## src/rtl/lab4_net_pkg.sv

```systemverilog
// Shared definitions for the ring network router: port indices, one-hot
// route encodings, message field layout and the route-compute helper.
package lab4_net_pkg;

  // Output port indices, matching the bit order of reqs/grants.
  localparam int unsigned WEST = 0;
  localparam int unsigned EAST = 1;
  localparam int unsigned SELF = 2;

  // One-hot route encodings.
  localparam logic [2:0] ROUTE_NONE = 3'b000;
  localparam logic [2:0] ROUTE_WEST = 3'b001;
  localparam logic [2:0] ROUTE_EAST = 3'b010;
  localparam logic [2:0] ROUTE_SELF = 3'b100;

  // Default 44-bit message layout: {dest, src, opaque, payload}.
  localparam int unsigned MSG_NBITS      = 44;
  localparam int unsigned PAYLOAD_LSB    = 0;
  localparam int unsigned PAYLOAD_NBITS  = 32;
  localparam int unsigned OPAQUE_LSB     = 32;
  localparam int unsigned OPAQUE_NBITS   = 6;
  localparam int unsigned SRC_LSB        = 38;
  localparam int unsigned SRC_NBITS      = 3;
  localparam int unsigned DEST_LSB       = 41;
  localparam int unsigned DEST_NBITS     = 3;

  // Ring distance east from router_id to dest decides the port. The ring
  // size is a power of two, so masking gives the wrapped distance; the
  // half-way tie goes east.
  function automatic logic [2:0] route_compute(input logic [31:0] dest,
                                               input logic [31:0] router_id,
                                               input logic [31:0] num_routers);
    logic [31:0] d;
    d = (dest - router_id) & (num_routers - 32'd1);
    if (d == 32'd0)
      return ROUTE_SELF;
    else if (d <= (num_routers >> 1))
      return ROUTE_EAST;
    else
      return ROUTE_WEST;
  endfunction

endpackage

```

## src/rtl/lab4_net_input_queue.sv

```systemverilog
// Parameterized circular FIFO used as the router input buffer.
// Ports: clk/reset (sync, active-high); enq_val/enq_rdy/enq_msg write side;
// deq_en pops the head; deq_msg is the head entry; count is occupancy;
// empty flags count == 0.
module lab4_net_input_queue #(
  parameter int unsigned p_num_entries = 2,
  parameter int unsigned p_msg_nbits   = 44
) (
  input  logic                                 clk,
  input  logic                                 reset,
  input  logic                                 enq_val,
  output logic                                 enq_rdy,
  input  logic [p_msg_nbits-1:0]               enq_msg,
  input  logic                                 deq_en,
  output logic [p_msg_nbits-1:0]               deq_msg,
  output logic [$clog2(p_num_entries+1)-1:0]   count,
  output logic                                 empty
);

  localparam int unsigned CNT_W = $clog2(p_num_entries + 1);
  localparam int unsigned PTR_W = (p_num_entries > 1) ? $clog2(p_num_entries) : 1;

  logic [p_msg_nbits-1:0] r_mem [p_num_entries];
  logic [PTR_W-1:0]       r_head;
  logic [PTR_W-1:0]       r_tail;
  logic [CNT_W-1:0]       r_count;

  logic w_full;
  logic w_enq;
  logic w_deq;

  // Pointer advance with wrap at the (possibly non power-of-two) depth.
  function automatic logic [PTR_W-1:0] f_next_ptr(input logic [PTR_W-1:0] p);
    return (p == PTR_W'(p_num_entries - 1)) ? '0 : p + PTR_W'(1);
  endfunction

  assign w_full  = (r_count == CNT_W'(p_num_entries));
  assign empty   = (r_count == '0);
  // No enqueue into a full queue, even alongside a dequeue.
  assign enq_rdy = !w_full && !reset;
  assign w_enq   = enq_val && enq_rdy;
  assign w_deq   = deq_en && !empty;
  assign deq_msg = r_mem[r_head];
  assign count   = r_count;

  // Storage, pointers and occupancy; storage is cleared so the head never reads X.
  always_ff @(posedge clk) begin
    if (reset) begin
      r_mem   <= '{default: '0};
      r_head  <= '0;
      r_tail  <= '0;
      r_count <= '0;
    end else begin
      if (w_enq) begin
        r_mem[r_tail] <= enq_msg;
        r_tail        <= f_next_ptr(r_tail);
      end
      if (w_deq)
        r_head <= f_next_ptr(r_head);
      case ({w_enq, w_deq})
        2'b10:   r_count <= r_count + CNT_W'(1);
        2'b01:   r_count <= r_count - CNT_W'(1);
        default: r_count <= r_count;
      endcase
    end
  end

endmodule

```

## src/rtl/lab4_net_router_input_unit.sv

```systemverilog
// Router input unit: buffers incoming messages, routes the head message
// around the ring and dequeues it when the requested output grants.
// Ports: clk/reset (sync, active-high); in_val/in_rdy/in_msg upstream
// handshake; reqs one-hot request {self,east,west}; grants from the output
// controllers in the same order; out_msg head message to the crossbar;
// count current occupancy.
module lab4_net_router_input_unit
  import lab4_net_pkg::*;
#(
  parameter int unsigned p_router_id   = 0,
  parameter int unsigned p_num_routers = 8,
  parameter int unsigned p_msg_nbits   = 44,
  parameter int unsigned p_dest_lsb    = 41,
  parameter int unsigned p_num_entries = 2
) (
  input  logic                               clk,
  input  logic                               reset,
  input  logic                               in_val,
  output logic                               in_rdy,
  input  logic [p_msg_nbits-1:0]             in_msg,
  output logic [2:0]                         reqs,
  input  logic [2:0]                         grants,
  output logic [p_msg_nbits-1:0]             out_msg,
  output logic [$clog2(p_num_entries+1)-1:0] count
);

  localparam int unsigned DEST_W = $clog2(p_num_routers);

  logic [p_msg_nbits-1:0] w_head_msg;
  logic                   w_empty;
  logic [DEST_W-1:0]      w_dest;
  logic [2:0]             w_route;
  logic                   w_deq;

  lab4_net_input_queue #(
    .p_num_entries (p_num_entries),
    .p_msg_nbits   (p_msg_nbits)
  ) u_queue (
    .clk     (clk),
    .reset   (reset),
    .enq_val (in_val),
    .enq_rdy (in_rdy),
    .enq_msg (in_msg),
    .deq_en  (w_deq),
    .deq_msg (w_head_msg),
    .count   (count),
    .empty   (w_empty)
  );

  // Route depends only on the stored head, so reqs never sees grants.
  assign w_dest  = w_head_msg[p_dest_lsb +: DEST_W];
  assign w_route = route_compute(32'(w_dest), 32'(p_router_id), 32'(p_num_routers));
  assign reqs    = (w_empty || reset) ? ROUTE_NONE : w_route;
  // Only a grant on the requested port pops the head.
  assign w_deq   = |(reqs & grants);
  assign out_msg = w_head_msg;

endmodule
```

## config.mk

```make
export PLATFORM = sky130hd
export DESIGN_NAME = lab4_net_router_input_unit
export DESIGN_NICKNAME = d
export VERILOG_FILES = /design/src/rtl/lab4_net_pkg.sv /design/src/rtl/lab4_net_input_queue.sv /design/src/rtl/lab4_net_router_input_unit.sv
export SDC_FILE = /design/constraint.sdc
export NUM_CORES = 1
export LEC_CHECK = 0
export BUFFER_PORTS_ARGS = -buffer_cell sky130_fd_sc_hd__buf_2
export CAP_MARGIN = 5
export CORE_MARGIN = 4
export CORE_UTILIZATION = 27
export CTS_BUF_LIST = sky130_fd_sc_hd__clkbuf_2 sky130_fd_sc_hd__clkbuf_4 sky130_fd_sc_hd__clkbuf_8
export CTS_CLUSTER_SIZE = 8
export DETAILED_ROUTE_END_ITERATION = 8
export GPL_ROUTABILITY_DRIVEN = 0
export PLACE_DENSITY_LB_ADDON = 0.08
export SLEW_MARGIN = 20
export SYNTH_ARGS = -nofsm -noshare
export SYNTH_HDL_FRONTEND = slang
export SYNTH_SLANG_ARGS = --single-unit
```

## constraint.sdc

```tcl
create_clock -name clk -period 2.7 [get_ports clk]
set_input_delay 0.135 -clock clk [delete_from_list [all_inputs] [get_ports clk]]
set_output_delay 0.135 -clock clk [all_outputs]
set_load 0.02 [all_outputs]
```

==> impl_metrics.py <==
metrics = {
    "yosys": {
        "yosysUniqueCellTypes": 33,
        "synth.net_count": 498,
        "seq_area_frac_synth_pct": 42.3,
        "syn_area_um2": 4350,
        "syn_area_per_cell_um2": 9.77,
        "ys_warn_count": 0,
        "netlist_instances": 445,
        "ys_seq_elements": 92,
    },
    "sta": {
        "final.setup.tns_ps": 0,
        "relSlewSlack_pct": 52.7,
        "period_needed_ps": 2590,
        "fmax_mhz": 386,
        "final_max_slew_viol_count": 0,
        "min_period_over_period_pct": 95.8,
        "tightest_slew_ps": 708,
        "finClkSkew_ps": 9.75,
        "setup_viol": 0,
        "worst_slack_ps": 112,
        "hold_viol_final": 0,
    },
    "floorplan": {
        "die_area_um2": 18200,
        "fp.coreArea_um2": 15800,
        "io_pins": 100,
        "rows": 46,
        "fp.dieW_um": 135,
        "initial_core_util_pct": 27.5,
        "dieHeight_um": 135,
    },
    "place": {
        "portBuffers": 99,
        "dp_cells": 716,
        "preCtsSetupSlack_ps": 15.2,
        "place_hpwl_mm": 7.55,
    },
    "drt": {
        "drt-initial-drc-count": 198,
        "wl_per_cell_um": 18.3,
        "drcViolationCount": 0,
        "vias": 3748,
        "via_per_inst": 5.11,
        "drt_first_pass_iters": 4,
        "detail-route-antenna-nets": 0,
        "drt-total-wl_mm": 13.4,
    },
    "critical_path": {
        "reg2regPathDepth": 10,
        "path_class": "flop to flop",
        "critPathArrivalTime_ps": 2900,
        "r2r_end": "u_queue.count[1]$_SDFFE_PP0P_",
        "crit_path_end": "u_queue.count[1]$_SDFFE_PP0P_",
        "crit_required_ps": 3010,
        "crit_path_start_kind": "flop",
        "regToRegSetupSlack_ps": 110,
        "cp_max_fo": 5,
        "cp-startpoint": "u_queue.r_head$_SDFFE_PP0P_",
        "end_kind": "flop",
        "r2r_start": "u_queue.r_head$_SDFFE_PP0P_",
    },
    "cells_and_area": {
        "drive_above_1_share_pct": 36.0,
        "syn2layout_area_growth_pct": 19.9,
        "nNetsFinal": 566,
        "final_common_cell": "buf_2",
        "stdcell_count": 733,
        "layout_common_cells": "buf_2, dfxtp_1, o311ai_0, inv_1, o31ai_1",
        "final_util_pct": 32.9,
        "n_antenna_cell": 0,
    },
    "pwr": {
        "cellPowerDensity_nw_per_um2": 599,
        "p_seq_share_pct": 47.7,
        "comb_power_share_pct": 22.5,
        "switchingPower_w": 0.000983,
        "total_power_w": 0.00313,
        "power.leakage_nw": 2.15,
        "swShare_pct": 31.5,
        "power.internal_w": 0.00214,
        "vdd_ir_drop_max_mv": 0.394,
        "p_clk_share_pct": 29.8,
    },
    "global_route": {
        "met3_usage_pct": 4.47,
        "antenna_found_initial": 0,
        "grt_busiest_layer": "met2",
        "met1_usage_pct": 19.7,
        "grt_remaining_overflow": 0,
        "grt_pass1_vias": 3849,
        "grt_use_met2_pct": 23.5,
        "track_usage_pct": 14.7,
        "grt_max_degree": 65,
        "grt_first_pass_wirelength_mm": 21.3,
    },
    "min_path": {
        "hp-class": "input pin to flop",
        "worstHoldStart": "in_msg[32]",
    },
    "clock_tree": {
        "cts_tree": "done",
        "cts.sinks": 92,
        "insertion_delay_ps": 370,
        "cts_max_path_buffers": 2,
        "clk_pin_slew_ps": 90,
        "cts_setup_buffers": 0,
        "cts_max_level": 3,
        "cts_buffers": 9,
        "clockRootBuffer": "clkbuf_8",
    },
    "job": {
        "drv_cap": 0,
    },
    "outcome": {
        "status": "finished clean",
    },
}
## critical path: stages (launching register included)
cell	delay (ps)
dfxtp_4	390
mux2_4	310
or2_4	260
inv_2	60
ha_4	190
a222oi_1	400
nor3_1	90
ha_2	210
xnor2_2	140
or3_4	370
a21oi_2	110
## power by group through the flow
stage	Combinational, W	Sequential [W]	Clock, W
2_1_floorplan	0.000476	0.00151	0
3_3_place_gp	0.000695	0.00152	0
3_5_place_dp	0.000700	0.00152	0
4_1_cts	0.000705	0.00149	0.000975
5_1_grt	0.000771	0.00150	0.00102
6_report	0.000705	0.00149	0.000930
## metal layers
metal / part of all wire, % / wire (um) / up-vias
li1: - / - / 1845
met1: 48 / 6440 / 1815
met2: 46 / 6220 / 83
met3: 4.9 / 650 / 5
met4: 0.74 / 99 / 0
met5: 0 / 0 / -
## registers in the layout, summed over array words and instances, names as in the netlist
| signal | count |
|---|---|
| u_queue.r_mem | 88 |
| u_queue.count | 2 |
| u_queue.r_head | 1 |
| u_queue.r_tail | 1 |
## synthesized netlist by cell type (all sizes together)
master  count  share of area [%]
o31ai      44                7.6
o21ai      46                5.3
inv        49                4.2
or2         1               0.14
clkbuf     31                2.8
xnor2       1               0.20
nor2b       1               0.20
nor3        1               0.11
ha          3               0.86
or2b        1               0.17
a21o        1               0.17
mux2i       1               0.23
nor2        4               0.35
or3         2               0.29
mux2       43                 11
and2b       1               0.20
a21oi       3               0.35
and2        3               0.43
nand3       1               0.40
a222oi      1               0.23
buf        25                3.9
nand2       1               0.26
xor2        1               0.20
o311ai     88                 18
dfxtp      92                 42
## final cells by class
type / count / area, um^2
Fill cell: 1644 / 10600
Multi-Input combinational cell: 248 / 2080
Sequential cell: 92 / 1850
Timing Repair Buffer: 113 / 643
Tap cell: 216 / 270
Clock buffer: 14 / 186
Inverter: 49 / 184
Clock inverter: 1 / 5.00
## worst min path at each step
| stage | endpoint | cells past startpoint |
|---|---|---|
| 5_1_grt | u_queue.r_mem[27]$_SDFFE_PP0P_ | 3 |
| 2_1_floorplan | u_queue.r_mem[76]$_SDFFE_PP0P_ | 2 |
| 6_report | u_queue.r_mem[76]$_SDFFE_PP0P_ | 3 |
| 4_1_cts | u_queue.r_mem[16]$_SDFFE_PP0P_ | 3 |
| 3_3_place_gp | u_queue.r_mem[64]$_SDFFE_PP0P_ | 3 |
| 3_5_place_dp | u_queue.r_mem[64]$_SDFFE_PP0P_ | 3 |
## timing repair
action,in CTS,in global routing
endpoints found under the setup margin,1,1
hold buffers,2,0
gates resized for setup,0,9
pin swaps,1,6
endpoints found under the hold margin,2,0
## logic make-up after synthesis
kind of cell / after synthesis / synth area share, %
AO/OA/AOI/OAI: 183 / 31.5
XOR/XNOR: 2 / 0.403
adder cells (fa/ha/maj): 3 / 0.863
buffers and inverters: 105 / 10.9
flip-flops: 92 / 42.3
multiplexers: 44 / 11.4
AND/OR/NAND/NOR: 16 / 2.56
## stage by stage
step | hold slack, ps | cell area [um^2]
finish | 27.8 | 5210
floorplan | 290 | 4360
global route | 12.2 | 5210
global placement | 399 | 4970
detailed placement | 411 | 4970
CTS | 1.73 | 5180
No activity file was read; power rests on OpenSTA's default activity.
